File: src/rtl/number_hit_controller.sv
// Latches player/number collisions over a frame and issues at most one one-hot
// hit per frame boundary, with optional post-hit cooldown and collection tracking.
module number_hit_controller #(
  parameter int NUMBERS         = 3,
  parameter int COOLDOWN_FRAMES = 2,
  parameter int COUNT_W         = 8
) (
  input  logic               clk,
  input  logic               resetN,
  input  logic               startOfFrame,
  input  logic               levelRestart,
  input  logic               playerDR,
  input  logic [NUMBERS-1:0] numbersDR,
  output logic [NUMBERS-1:0] singleHit,
  output logic [NUMBERS-1:0] collected,
  output logic [COUNT_W-1:0] hitCount,
  output logic               allCollected
);

  localparam int CD_W = (COOLDOWN_FRAMES > 0) ? $clog2(COOLDOWN_FRAMES + 1) : 1;

  typedef enum logic {ARMED, COOLDOWN} state_t;

  state_t             state, state_n;
  logic [CD_W-1:0]    cooldownCnt, cooldownCnt_n;
  logic [NUMBERS-1:0] frameHits, frameHits_n;
  logic [NUMBERS-1:0] singleHit_n, collected_n;
  logic [COUNT_W-1:0] hitCount_n;
  logic               allCollected_n;
  logic [NUMBERS-1:0] collide, lowest;

  assign collide = {NUMBERS{playerDR}} & numbersDR & ~collected;
  assign lowest  = frameHits & (~frameHits + NUMBERS'(1));

  always_comb begin
    state_n        = state;
    cooldownCnt_n  = cooldownCnt;
    frameHits_n    = frameHits | collide;
    singleHit_n    = '0;
    collected_n    = collected;
    hitCount_n     = hitCount;
    allCollected_n = &collected;

    if (startOfFrame) begin
      unique case (state)
        ARMED: begin
          if (frameHits != '0) begin
            singleHit_n = lowest;
            collected_n = collected | lowest;
            if (hitCount != '1)
              hitCount_n = hitCount + COUNT_W'(1);
            if (COOLDOWN_FRAMES > 0) begin
              cooldownCnt_n = CD_W'(COOLDOWN_FRAMES);
              state_n       = COOLDOWN;
            end
          end
        end
        COOLDOWN: begin
          cooldownCnt_n = cooldownCnt - CD_W'(1);
          if (cooldownCnt == CD_W'(1))
            state_n = ARMED;
        end
        default: state_n = ARMED;
      endcase
      // A number collected by this very evaluation must not seed the new frame.
      frameHits_n = collide & ~collected_n;
    end

    if (levelRestart) begin
      state_n        = ARMED;
      cooldownCnt_n  = '0;
      frameHits_n    = '0;
      singleHit_n    = '0;
      collected_n    = '0;
      hitCount_n     = '0;
      allCollected_n = 1'b0;
    end
  end

  always_ff @(posedge clk or negedge resetN) begin
    if (!resetN) begin
      state        <= ARMED;
      cooldownCnt  <= '0;
      frameHits    <= '0;
      singleHit    <= '0;
      collected    <= '0;
      hitCount     <= '0;
      allCollected <= 1'b0;
    end else begin
      state        <= state_n;
      cooldownCnt  <= cooldownCnt_n;
      frameHits    <= frameHits_n;
      singleHit    <= singleHit_n;
      collected    <= collected_n;
      hitCount     <= hitCount_n;
      allCollected <= allCollected_n;
    end
  end

endmodule

File: config.mk
export PLATFORM = sky130hd
export DESIGN_NAME = number_hit_controller
export DESIGN_NICKNAME = d
export VERILOG_FILES = /design/src/rtl/number_hit_controller.sv
export SDC_FILE = /design/constraint.sdc
export NUM_CORES = 1
export LEC_CHECK = 0
export ABC_AREA = 1
export BUFFER_PORTS_ARGS = -buffer_cell sky130_fd_sc_hd__buf_2
export CAP_MARGIN = 5
export CORE_ASPECT_RATIO = 1.4
export CORE_UTILIZATION = 52
export DETAILED_ROUTE_END_ITERATION = 7
export GPL_ROUTABILITY_DRIVEN = 0
export PLACE_DENSITY = 0.77
export SLEW_MARGIN = 10
export SYNTH_ARGS = -nofsm -noshare
export SYNTH_HDL_FRONTEND = slang
export SYNTH_SLANG_ARGS = --single-unit
File: constraint.sdc
create_clock -name clk -period 1.64 [get_ports clk]
set_input_delay 0.246 -clock clk [delete_from_list [all_inputs] [get_ports clk]]
set_output_delay 0.246 -clock clk [all_outputs]
set_load 0.05 [all_outputs]
==> impl_results.md, run 1 <==
- Maximum clock rate: 734 MHz
- Starting Density: 57.7%
- Largest net degree at the start of global routing: 22
- Outcome: complete, no violations
- Pwr Total: 1.07 mW
- First-pass GRT wire length: 3.26 mm
- Relative slew slack: 69.9%
- CP arrival: 1.53 ns
- Die Wd: 40.0 µm
- Fin nets: 164
- Fraction of layout cells with a size suffix above 1: 21.6%
- Critical Path Slowest Stage Cell: dfrtp_1
- Required time worst endpoint: 1.81 ns
- Largest family of logic cells by synthesized area: simple AND/OR/NAND/NOR gates
- Boundary pin count: 23
- Adder-cell area share of the yosys netlist: 2.38%
- Synth Area in Compound Gates: 11.9%
- TritonCTS Sinks: 21
- Post-synthesis cell type count: 25
- Post-synthesis net count: 139
- Reg clk slew, reported paths: 0.12 ns
- Least-Margin Pin Slew: 0.452 ns
- Ys Warns: 0
- Setup_tns: 0 ns
- Top delay family on crit path: compound AO/OA/AOI/OAI gates
- Leak: 0.611 nW
- RSZ-0062 raised after global routing: false
- Critical path's largest stage delay: 0.42 ns
- Detail Placement HPWL: 1.51 mm
- Final Max Slew Viols: 0
- Synth Area per Inst: 8.16 µm²
- Final setup violation count: 0
- Max Root-Sink Buffers: 2
- Initial antenna violation count: 0
- CTS tree: yes
- CORE AREA: 1820 µm²
- Xor and xnor area share after synthesis: 0%
- Routed vias: 890
- GRT Total Usage: 20.3%
- Buf/Inv on CP: 0
- Total grt overflow: 0
- HP Class: primary input to flip-flop
- Synth Area in Simple Gates: 27.6%
- Worst ir drop on vdd: 0.000766 V
- Sequential fraction of the synthesis area: 49.9%
- Final wirelength: 1.98 mm
- Num CTS Buffers: 3
- Power per Cell Area: 888 nW/µm²
- Area of the mapped netlist: 1050 µm²
- Final ANT Viol Nets: 0
- Post-DR wirelength/cell: 11.4 µm
- Layout fillers: 163
- Clk root buf: clkbuf_4
- Area delta synth->final: 14.5%
- Final Skew: 0.00691 ns
- Die Area: 2210 µm²
- Top cell by count, worst path: o21ai_0
- Number of port buffers: 22
- Die Y: 55.2 µm
- # diodes: 0
- Row cnt: 18
- Crit Path Class: flip-flop to flip-flop
- R2r setup slk: 0.28 ns
- Synthesis-stage register bit count: 21
- CP startpoint kind: flip-flop
- H-tree depth: 1
- Final-report hold violation count: 0
- Minimum clock period: 1.36 ns
- DRT Pass-1 Iters: 4
- Multiplexer share of the synthesized area: 0%
- DR vias/cell: 5.14
- Max cap viols: 0
- Initial drt markers: 9
- DRC: 0
- Critical-path maximum fanout: 3
- Number of global-route vias before repair: 819
- Mapped Cells: 129
- Crit end category: flip-flop
- Post-CTS Resized: 0
- Crit-path cells: nor2_1, nand3_1, o21ai_0, o21ai_0
- Period utilisation layout: 83.1%
- Worst-skew pair later-pin latency: 0.29 ns
## cell families after synthesis
group | count (synthesis)
and+or+nand+nor | 65
AOI/OAI and AO/OA | 22
DFF | 21
buffers and inverters | 19
adders and majority gates | 2
## area by class of cell
type	count	area, µm²	share of cell area [%]
Clock buffer	3	22.5	1.87
Clock inverter	1	7.51	0.623
Inverter	16	62.6	5.19
Multi-Input combinational cell	89	440	36.6
Sequential cell	21	527	43.7
Tap cell	20	25.0	2.08
Timing Repair Buffer	23	120	9.97
## worst reg2reg max path: cells and delay by family (launching register included)
family | cells | cell delay [ns]
AOI/OAI and AO/OA | 2 | 0.48
DFF | 1 | 0.42
and+or+nand+nor | 2 | 0.33
## cells in the final DEF, fill, tap and decap left out, drive strengths merged
cell type	n
nand3b	1
and3	1
clkbuf	3
inv	16
o21ai	13
nor4	2
a21oi	4
nand3	13
clkinvlp	1
nand2	34
nor2	12
buf	22
o21bai	2
or2	1
nor3	1
dlygate4sd3	1
dfrtp	21
ha	2
a32oi	2
a21o	1
## per-layer routing
metal,track usage (%),vias up,wire length [µm]
met4,5.91,0,13
li1,-,469,-
met2,33.2,15,1010
met3,2.41,2,56
met1,27.0,404,900
met5,0,-,0
## Yosys cell counts
library cell / n / area (µm²)
a21o_1: 1 / 7.51
a21oi_1: 4 / 20.0
a32oi_1: 2 / 17.5
and3_1: 1 / 6.26
buf_2: 1 / 5.00
buf_4: 1 / 7.51
buf_6: 1 / 11.3
dfrtp_1: 21 / 526
ha_1: 2 / 25.0
inv_1: 14 / 52.6
inv_2: 1 / 3.75
inv_4: 1 / 6.26
nand2_1: 33 / 124
nand2_4: 1 / 11.3
nand3_1: 12 / 60.1
nand3_2: 1 / 10.0
nand3b_1: 1 / 7.51
nor2_1: 11 / 41.3
nor2_2: 1 / 6.26
nor3_1: 1 / 5.00
nor4_1: 2 / 12.5
o21ai_0: 5 / 25.0
o21ai_1: 8 / 40.0
o21bai_1: 2 / 15.0
or2_2: 1 / 6.26
## through the flow
stage	setup slack (ns)	area (µm²)	hold slack (ns)	instances	utilization, %
finish	0.278	1200	0.247	173	66.0
global route	0.120	1200	0.252	173	66.0
CTS	0.292	1200	0.241	173	66.0
detailed placement	0.325	1160	0.225	168	63.9
global placement	0.384	1160	0.218	168	63.9
floorplan	0.00261	1050	-0.0496	129	-
## worst paths after layout
check,start,end,depth (start not counted)
worst min register to register,cooldownCnt[1]$_DFFE_PN0P_,cooldownCnt[1]$_DFFE_PN0P_,2
worst max register to register,frameHits[1]$_DFF_PN0_,cooldownCnt[1]$_DFFE_PN0P_,4
max in group asynchronous,resetN,hitCount[1]$_DFFE_PN0P_,2
min in group asynchronous,resetN,hitCount[2]$_DFFE_PN0P_,2
worst min-delay path,levelRestart,collected[0]$_DFFE_PN0N_,2
worst max-delay path,frameHits[1]$_DFF_PN0_,cooldownCnt[1]$_DFFE_PN0P_,4
## flip-flops by register name (all words and copies together), names as in the netlist
name and cells:
hitCount 8, singleHit 3, allCollected 1, collected 3, frameHits 3, cooldownCnt 2, state 1
## power by group
group          internal, mW  total [mW]  switching [mW]
clock network        0.0925       0.246           0.154
logic                0.0654       0.238           0.173
registers             0.553       0.586          0.0331
## timing repair
item                      4_1_cts  5_1_grt
hold endpoints to repair       21        0
setup buffers                   0        0
hold buffers                    1        0
(Power assumes the default switching activity.)
==> run 2: changes to the inputs <==
- ABC_AREA: 1 -> 0
- CORE_UTILIZATION: 52 -> 46
- PLACE_DENSITY: 0.77 -> 0.73
- clock period: 1.64 -> 1.2 ns (I/O delays scaled with it)
==> run 2 against run 1 <==
The run now ends with negative setup slack left. Final cell count rose by 13%. Clock-buffer cell count rose by 1. Via count rose by 39%. Total power grew 45%. Core utilization is 29 points higher. Synthesized cell count is 20% lower. Setup slack lost 0.68 ns. Routed wire length rose by 130%. Global-route usage is 6.7 points higher. Critical endpoint is now hitCount[7]$_DFFE_PN0P_. Highest routed layer unchanged.
==> impl_results.md, run 2 <==
- Post-DR wirelength/cell: 23.6 µm (+110%)
- Die Y: 57.2 µm (+3.5%)
- HP Class: primary input to flip-flop
- Relative slew slack: 67.7% (-2.2 points)
- Crit end category: flip-flop
- Area leader, netlist: dfrtp_1
- Initial antenna violation count: 0 (unchanged)
- Synth top area share: 52.6% (+2.6 points)
- Biggest register: hitCount
- TritonCTS Sinks: 21 (unchanged)
- Fraction of layout cells with a size suffix above 1: 66.1% (+45 points)
- Final setup violation count: 25 (+25)
- DRC: 0 (unchanged)
- Leak: 0.877 nW (+43%)
- Critical Path Slowest Stage Cell: dfrtp_1
- Placed instance area: 1410 µm² (+21%)
- Most frequent cells in the layout: buf_4, buf_6, dfrtp_1
- Synth Area per Inst: 9.71 µm² (+19%)
- DRT Pass-1 Iters: 4 (unchanged)
- First-pass GRT wire length: 4.95 mm (+52%)
- Worst-skew pair later-pin latency: 0.32 ns (+0.03 ns)
- Initial drt markers: 57 (+48)
- Fin nets: 185 (+13%)
- Max Root-Sink Buffers: 2 (unchanged)
- CTS tree: yes
- Ys Warns: 0 (unchanged)
- Synthesis-stage register bit count: 21 (unchanged)
- Num CTS Buffers: 3 (unchanged)
- Post-synthesis net count: 113 (-19%)
- Crit Path Class: flip-flop to flip-flop
- Reg2reg start: state$_DFFE_PN0N_
- Required time worst endpoint: 1.41 ns (-0.40 ns)
- H-tree depth: 1 (unchanged)
- Area of the mapped netlist: 1000 µm² (-5.0%)
- Final-report hold violation count: 0 (unchanged)
- Top-count cell post-synth: dfrtp_1
- Worst ir drop on vdd: 0.00109 V (+42%)
- Clk root buf: clkbuf_4
- Number of global-route vias before repair: 1,106 (+35%)
- Max cap viols: 0 (unchanged)
- Starting Density: 50.1% (-7.6 points)
- CP startpoint kind: flip-flop
- Maximum clock rate: 625 MHz (-15%)
- Final Skew: 0.00249 ns (-0.00442 ns)
- Number of port buffers: 22 (unchanged)
- Final ANT Viol Nets: 0 (unchanged)
- Row cnt: 19 (+1)
- CP arrival: 1.82 ns (+0.29 ns)
- Outcome: finished, violations left
- Routed vias: 1,234 (+39%)
- Most instantiated cells after synthesis: dfrtp_1, nor2_1, nand2_1, a21oi_1
- GRT Total Usage: 27.0% (+6.7 points)
- Ys async rst share: 100% (unchanged)
- Minimum clock period: 1.60 ns (+0.239 ns)
- Least-Margin Pin Slew: 0.484 ns (+0.0325 ns)
- Post-synthesis cell type count: 34 (+36%)
- Sequential fraction of the synthesis area: 52.6% (+2.6 points)
- Final setup margin: -0.401 ns (-0.679 ns)
- Critical-path maximum fanout: 3 (unchanged)
- Detail Placement HPWL: 1.88 mm (+24%)
- Total grt overflow: 0 (unchanged)
- RSZ-0062 raised after global routing: true
- Max reg flops: 8 (unchanged)
- DR vias/cell: 6.33 (+23%)
- R2r endpoint: hitCount[7]$_DFFE_PN0P_
- Period utilisation layout: 133% (+50 points)
- Critical path startpoint: state$_DFFE_PN0N_
- Layout fillers: 56 (-66%)
- Most common cell after layout, fill and taps aside: buf_4
- Placed cells: 172 (+2.4%)
- FF+latch area: 536 µm² (+1.7%)
- Reg clk slew, reported paths: 0.12 ns (about the same)
- Final Max Slew Viols: 0 (unchanged)
- R2r setup slk: -0.40 ns (-0.68 ns)
- Area contributors post-synth: dfrtp_1, nor2_1, a21oi_1, nand2_1, nor3_1
- End of the critical path: hitCount[7]$_DFFE_PN0P_
- Final wirelength: 4.61 mm (+130%)
- Crit-path cells: buf_6, nand3b_1, buf_4, nor4_2, and3_1, nor3_1
- Largest net degree at the start of global routing: 22 (unchanged)
- Power per Cell Area: 818 nW/µm² (-8.0%)
- Cell area after layout: 1890 µm² (+57%)
- Mapped Cells: 103 (-20%)
- Area occupied by multi-input gates: 679 µm² (+54%)
- Non-filler cells, final: 195 (+13%)
- # diodes: 0 (unchanged)
- Post-synth EDFFs: 0 (unchanged)
- Pre-CTS setup slack: -0.263 ns (-0.587 ns)
- Critical path's largest stage delay: 0.43 ns (about the same)
- Die Wd: 41.4 µm (+3.4%)
- Area delta synth->final: 89.4%
- Die Area: 2370 µm² (+7.1%)
- Ys flop type: dfrtp_1
- CORE AREA: 2000 µm² (+9.5%)
- Hold slack: 0.163 ns (-0.0835 ns)
- Boundary pin count: 23 (unchanged)
- R2R cell count: 6 (+2)
- Failing checks: negative setup slack
run 2: changes by cell type after synthesis, sizes merged, moves of 3 or more:
cell / change
o21ai: -10
nor3: +6
nand3: -10
nand2: -24
a211oi: +3
inv: -10
a21oi: +4
run 2: cell families after synthesis:
kind of cell             after synthesis  synth area share, %
adder cells (fa/ha/maj)                2                 2.50
AND/OR/NAND/NOR                       50                 27.3
flip-flops                            21                 52.6
multiplexers                           2                 2.13
buffers and inverters                  8                 3.00
AO/OA/AOI/OAI                         20                 12.5
run 2: routing by layer:
layer | GRT usage, % | vias up | routed length [µm]
met2 | 48.7 | 81 | 2290
met1 | 31.8 | 604 | 1750
met4 | 10.6 | 0 | 250
met5 | 0 | - | 0
li1 | - | 518 | -
met3 | 4.11 | 31 | 312
run 2: worst min path at each step:
stage                  start                     end  cells past startpoint
finish              playerDR  frameHits[0]$_DFF_PN0_                      3
global route        playerDR  frameHits[0]$_DFF_PN0_                      3
CTS                 playerDR  frameHits[0]$_DFF_PN0_                      3
floorplan             resetN  allCollected$_DFF_PN0_                      0
detailed placement    resetN  singleHit[1]$_DFF_PN0_                      1
global placement      resetN  singleHit[1]$_DFF_PN0_                      1
run 2: final cells by class:
| cell class | count | share of cell area [%] |
|---|---|---|
| multi-input cells | 74 | 35.9 |
| clock buffers | 4 | 1.39 |
| repair buffers | 69 | 31.6 |
| well taps | 21 | 1.39 |
| flip-flops and latches | 21 | 28.3 |
| inverters | 6 | 1.45 |
run 2: per-stage QoR:
step           power [mW]  utilization (%)  setup TNS [ns]
2_1_floorplan       0.894                -           -1.36
3_3_place_gp         1.00             70.6           -1.79
3_5_place_dp         1.01             70.6           -2.36
4_1_cts              1.41             85.0           -2.13
5_1_grt              1.59             94.8           -4.87
6_report             1.55             94.8           -4.12
run 2: worst max-delay path: cells and delay by family, from the launching register on:
family,cells,cell delay [ns]
AND/OR/NAND/NOR,4,0.76
flip-flops,1,0.43
buffers and inverters,2,0.31
run 2: repair_timing:
action                                  4_1_cts  5_1_grt
buffers inserted                              7       12
endpoints found under the setup margin       24       28
pin swaps                                    12       20
endpoints found under the hold margin        21        0
resized for setup                            48       32
hold buffers                                  1        0
run 2: report_power, final:
part | switching (mW) | leakage [nW] | internal (mW)
clock network | 0.232 | 0.0150 | 0.130
registers | 0.0258 | 0.276 | 0.732
logic | 0.236 | 0.586 | 0.191
==> run 3: changes to the inputs <==
- CORE_UTILIZATION: 46 -> 55
- PLACE_DENSITY: 0.73 -> 0.81
- clock period: 1.2 -> 1.9 ns (I/O delays scaled with it)
==> run 3 against run 2 <==
The flow now finishes without violations. Worst hold slack better by 0.097 ns. Total power down 48%. Sequential power down 37%. Critical path depth down 1. Fmax down 6.8%. Largest power group unchanged. Highest routed layer unchanged.
==> impl_results.md, run 3 (synthesized netlist as in run 2, its figures left out) <==
- Outcome: complete, no violations
- Most frequent cells in the layout: buf_2, dfrtp_1, nor2_1
- Relative slew slack: 64.1% (-3.6 points)
- HP Class: primary input to flip-flop
- Num CTS Buffers: 3 (unchanged)
- Pre-CTS setup slack: 0.251 ns (+0.514 ns)
- Number of port buffers: 22 (unchanged)
- Stages on the worst setup path: 5 (-1)
- Buf/Inv on CP: 0 (-2)
- FF+latch area: 526 µm² (-1.9%)
- Reg2reg start: hitCount[0]$_DFFE_PN0P_
- Minimum clock period: 1.72 ns (+0.117 ns)
- Crit-path cells: ha_1, nand2_1, nor3_2, nor4_1, mux2_2
- Setup bufs post-CTS: 0 (-7)
- Number of global-route vias before repair: 821 (-26%)
- R2r setup slk: 0.18 ns (+0.58 ns)
- Required time worst endpoint: 2.10 ns (+0.69 ns)
- Crit Path Class: flip-flop to flip-flop
- Die Wd: 38.0 µm (-8.1%)
- Initial drt markers: 29 (-49%)
- Max cap viols: 0 (unchanged)
- GRT Total Usage: 24.0% (-3.0 points)
- Least-Margin Pin Slew: 0.530 ns (+0.0462 ns)
- Final setup margin: 0.181 ns (+0.583 ns)
- CORE AREA: 1640 µm² (-18%)
- CP startpoint kind: flip-flop
- Critical path's largest stage delay: 0.43 ns (about the same)
- DRC: 0 (unchanged)
- First-pass GRT wire length: 3.33 mm (-33%)
- R2R cell count: 5 (-1)
- Leak: 0.565 nW (-36%)
- Setup_tns: 0 ns (+4.12 ns)
- Detail Placement HPWL: 1.47 mm (-22%)
- CP arrival: 1.92 ns (+0.10 ns)
- Worst ir drop on vdd: 0.000550 V (-49%)
- Placed instance area: 1130 µm² (-20%)
- Final Max Slew Viols: 0 (unchanged)
- Top delay family on crit path: simple AND/OR/NAND/NOR gates
- Final setup violation count: 0 (-100%)
- Max reg flops: 8 (unchanged)
- Post-DR wirelength/cell: 13.4 µm (-43%)
- Starting Density: 61.0% (+11 points)
- Critical-path maximum fanout: 7 (+4)
- Worst-skew pair later-pin latency: 0.30 ns (-0.02 ns)
- Row cnt: 17 (-2)
- Fin nets: 139 (-25%)
- Biggest register: hitCount
- Initial antenna violation count: 0 (unchanged)
- Clk root buf: clkbuf_4
- Power per Cell Area: 687 nW/µm² (-16%)
- Final ANT Viol Nets: 0 (unchanged)
- Final Skew: 0.00259 ns (+0.0000971 ns)
- CTS tree: yes
- Fraction of layout cells with a size suffix above 1: 25.0% (-41 points)
- End of the critical path: hitCount[5]$_DFFE_PN0P_
- R2r endpoint: hitCount[5]$_DFFE_PN0P_
- H-tree depth: 1 (unchanged)
- Pwr Total: 800 µW (-48%)
- Most common cell after layout, fill and taps aside: buf_2
- # diodes: 0 (unchanged)
- Cell area after layout: 1160 µm² (-39%)
- Crit end category: flip-flop
- TritonCTS Sinks: 21 (unchanged)
- Area delta synth->final: 16.4%
- Routed vias: 855 (-31%)
- Die Area: 1990 µm² (-16%)
- Final wirelength: 1.98 mm (-57%)
- DRT Pass-1 Iters: 4 (unchanged)
- Total grt overflow: 0 (unchanged)
- Area occupied by multi-input gates: 444 µm² (-35%)
- Layout fillers: 128 (+130%)
- Die Y: 52.4 µm (-8.2%)
- Final-report hold violation count: 0 (unchanged)
- Maximum clock rate: 582 MHz (-6.8%)
- Boundary pin count: 23 (unchanged)
- RSZ-0062 raised after global routing: false
- Largest net degree at the start of global routing: 22 (unchanged)
- Max Root-Sink Buffers: 2 (unchanged)
- Period utilisation layout: 90.5% (-43 points)
- Critical Path Slowest Stage Cell: dfrtp_1
- Critical path startpoint: hitCount[0]$_DFFE_PN0P_
- Reg clk slew, reported paths: 0.11 ns (about the same)
- DR vias/cell: 5.82 (-8.1%)
[run 3: area by class of cell]
cell class | count | share of cell area (%)
Sequential cell | 21 | 45.2
Multi-Input combinational cell | 74 | 38.2
Timing Repair Buffer | 23 | 10.3
Tap cell | 19 | 2.04
Clock buffer | 3 | 1.94
Inverter | 6 | 1.94
Clock inverter | 1 | 0.430
[run 3: power breakdown]
group          total [mW]  internal, mW  switching [mW]  leakage (nW)
registers           0.475         0.462          0.0132         0.289
clock network       0.212        0.0785           0.133        0.0177
logic               0.113        0.0346          0.0780         0.259
total               0.800         0.575           0.225         0.565
[run 3: worst reg2reg max path, cell delays in order, from the launching register on]
cell	delay, ns
dfrtp_1	0.43
ha_1	0.26
nand2_1	0.15
nor3_2	0.10
nor4_1	0.30
mux2_2	0.37
[run 3: timing repair]
| action | 4_1_cts | 5_1_grt |
|---|---|---|
| setup endpoints to repair | 0 | 0 |
| gates resized for setup | 0 | 0 |
| hold buffers | 1 | 0 |
| endpoints found under the hold margin | 21 | 0 |
[run 3: stage by stage]
stage | utilization, % | hold WS (ns) | instances
5_1_grt | 71.0 | 0.245 | 147
3_3_place_gp | 68.8 | 0.249 | 142
4_1_cts | 71.0 | 0.247 | 147
2_1_floorplan | - | -0.0106 | 103
3_5_place_dp | 68.8 | 0.253 | 142
6_report | 71.0 | 0.260 | 147
[run 3: worst min path at each step]
| stage | start | to | slack, ns | cells past startpoint |
|---|---|---|---|---|
| after global placement | resetN | singleHit[0]$_DFF_PN0_ | 0.25 | 1 |
| after detailed placement | resetN | singleHit[2]$_DFF_PN0_ | 0.25 | 1 |
| after floorplan | resetN | allCollected$_DFF_PN0_ | -0.01 | 0 |
| after global routing | numbersDR[1] | frameHits[1]$_DFF_PN0_ | 0.25 | 3 |
| final | numbersDR[1] | frameHits[1]$_DFF_PN0_ | 0.26 | 3 |
| after CTS | numbersDR[1] | frameHits[1]$_DFF_PN0_ | 0.25 | 3 |
[run 3: per-layer routing]
metal  track usage (%)  wire, µm  up-vias
met5                 0         0        -
met4              17.9        42        0
met3              3.40        83        6
met2              38.7      1030       29
met1              27.9       824      404
li1                  -         -      416
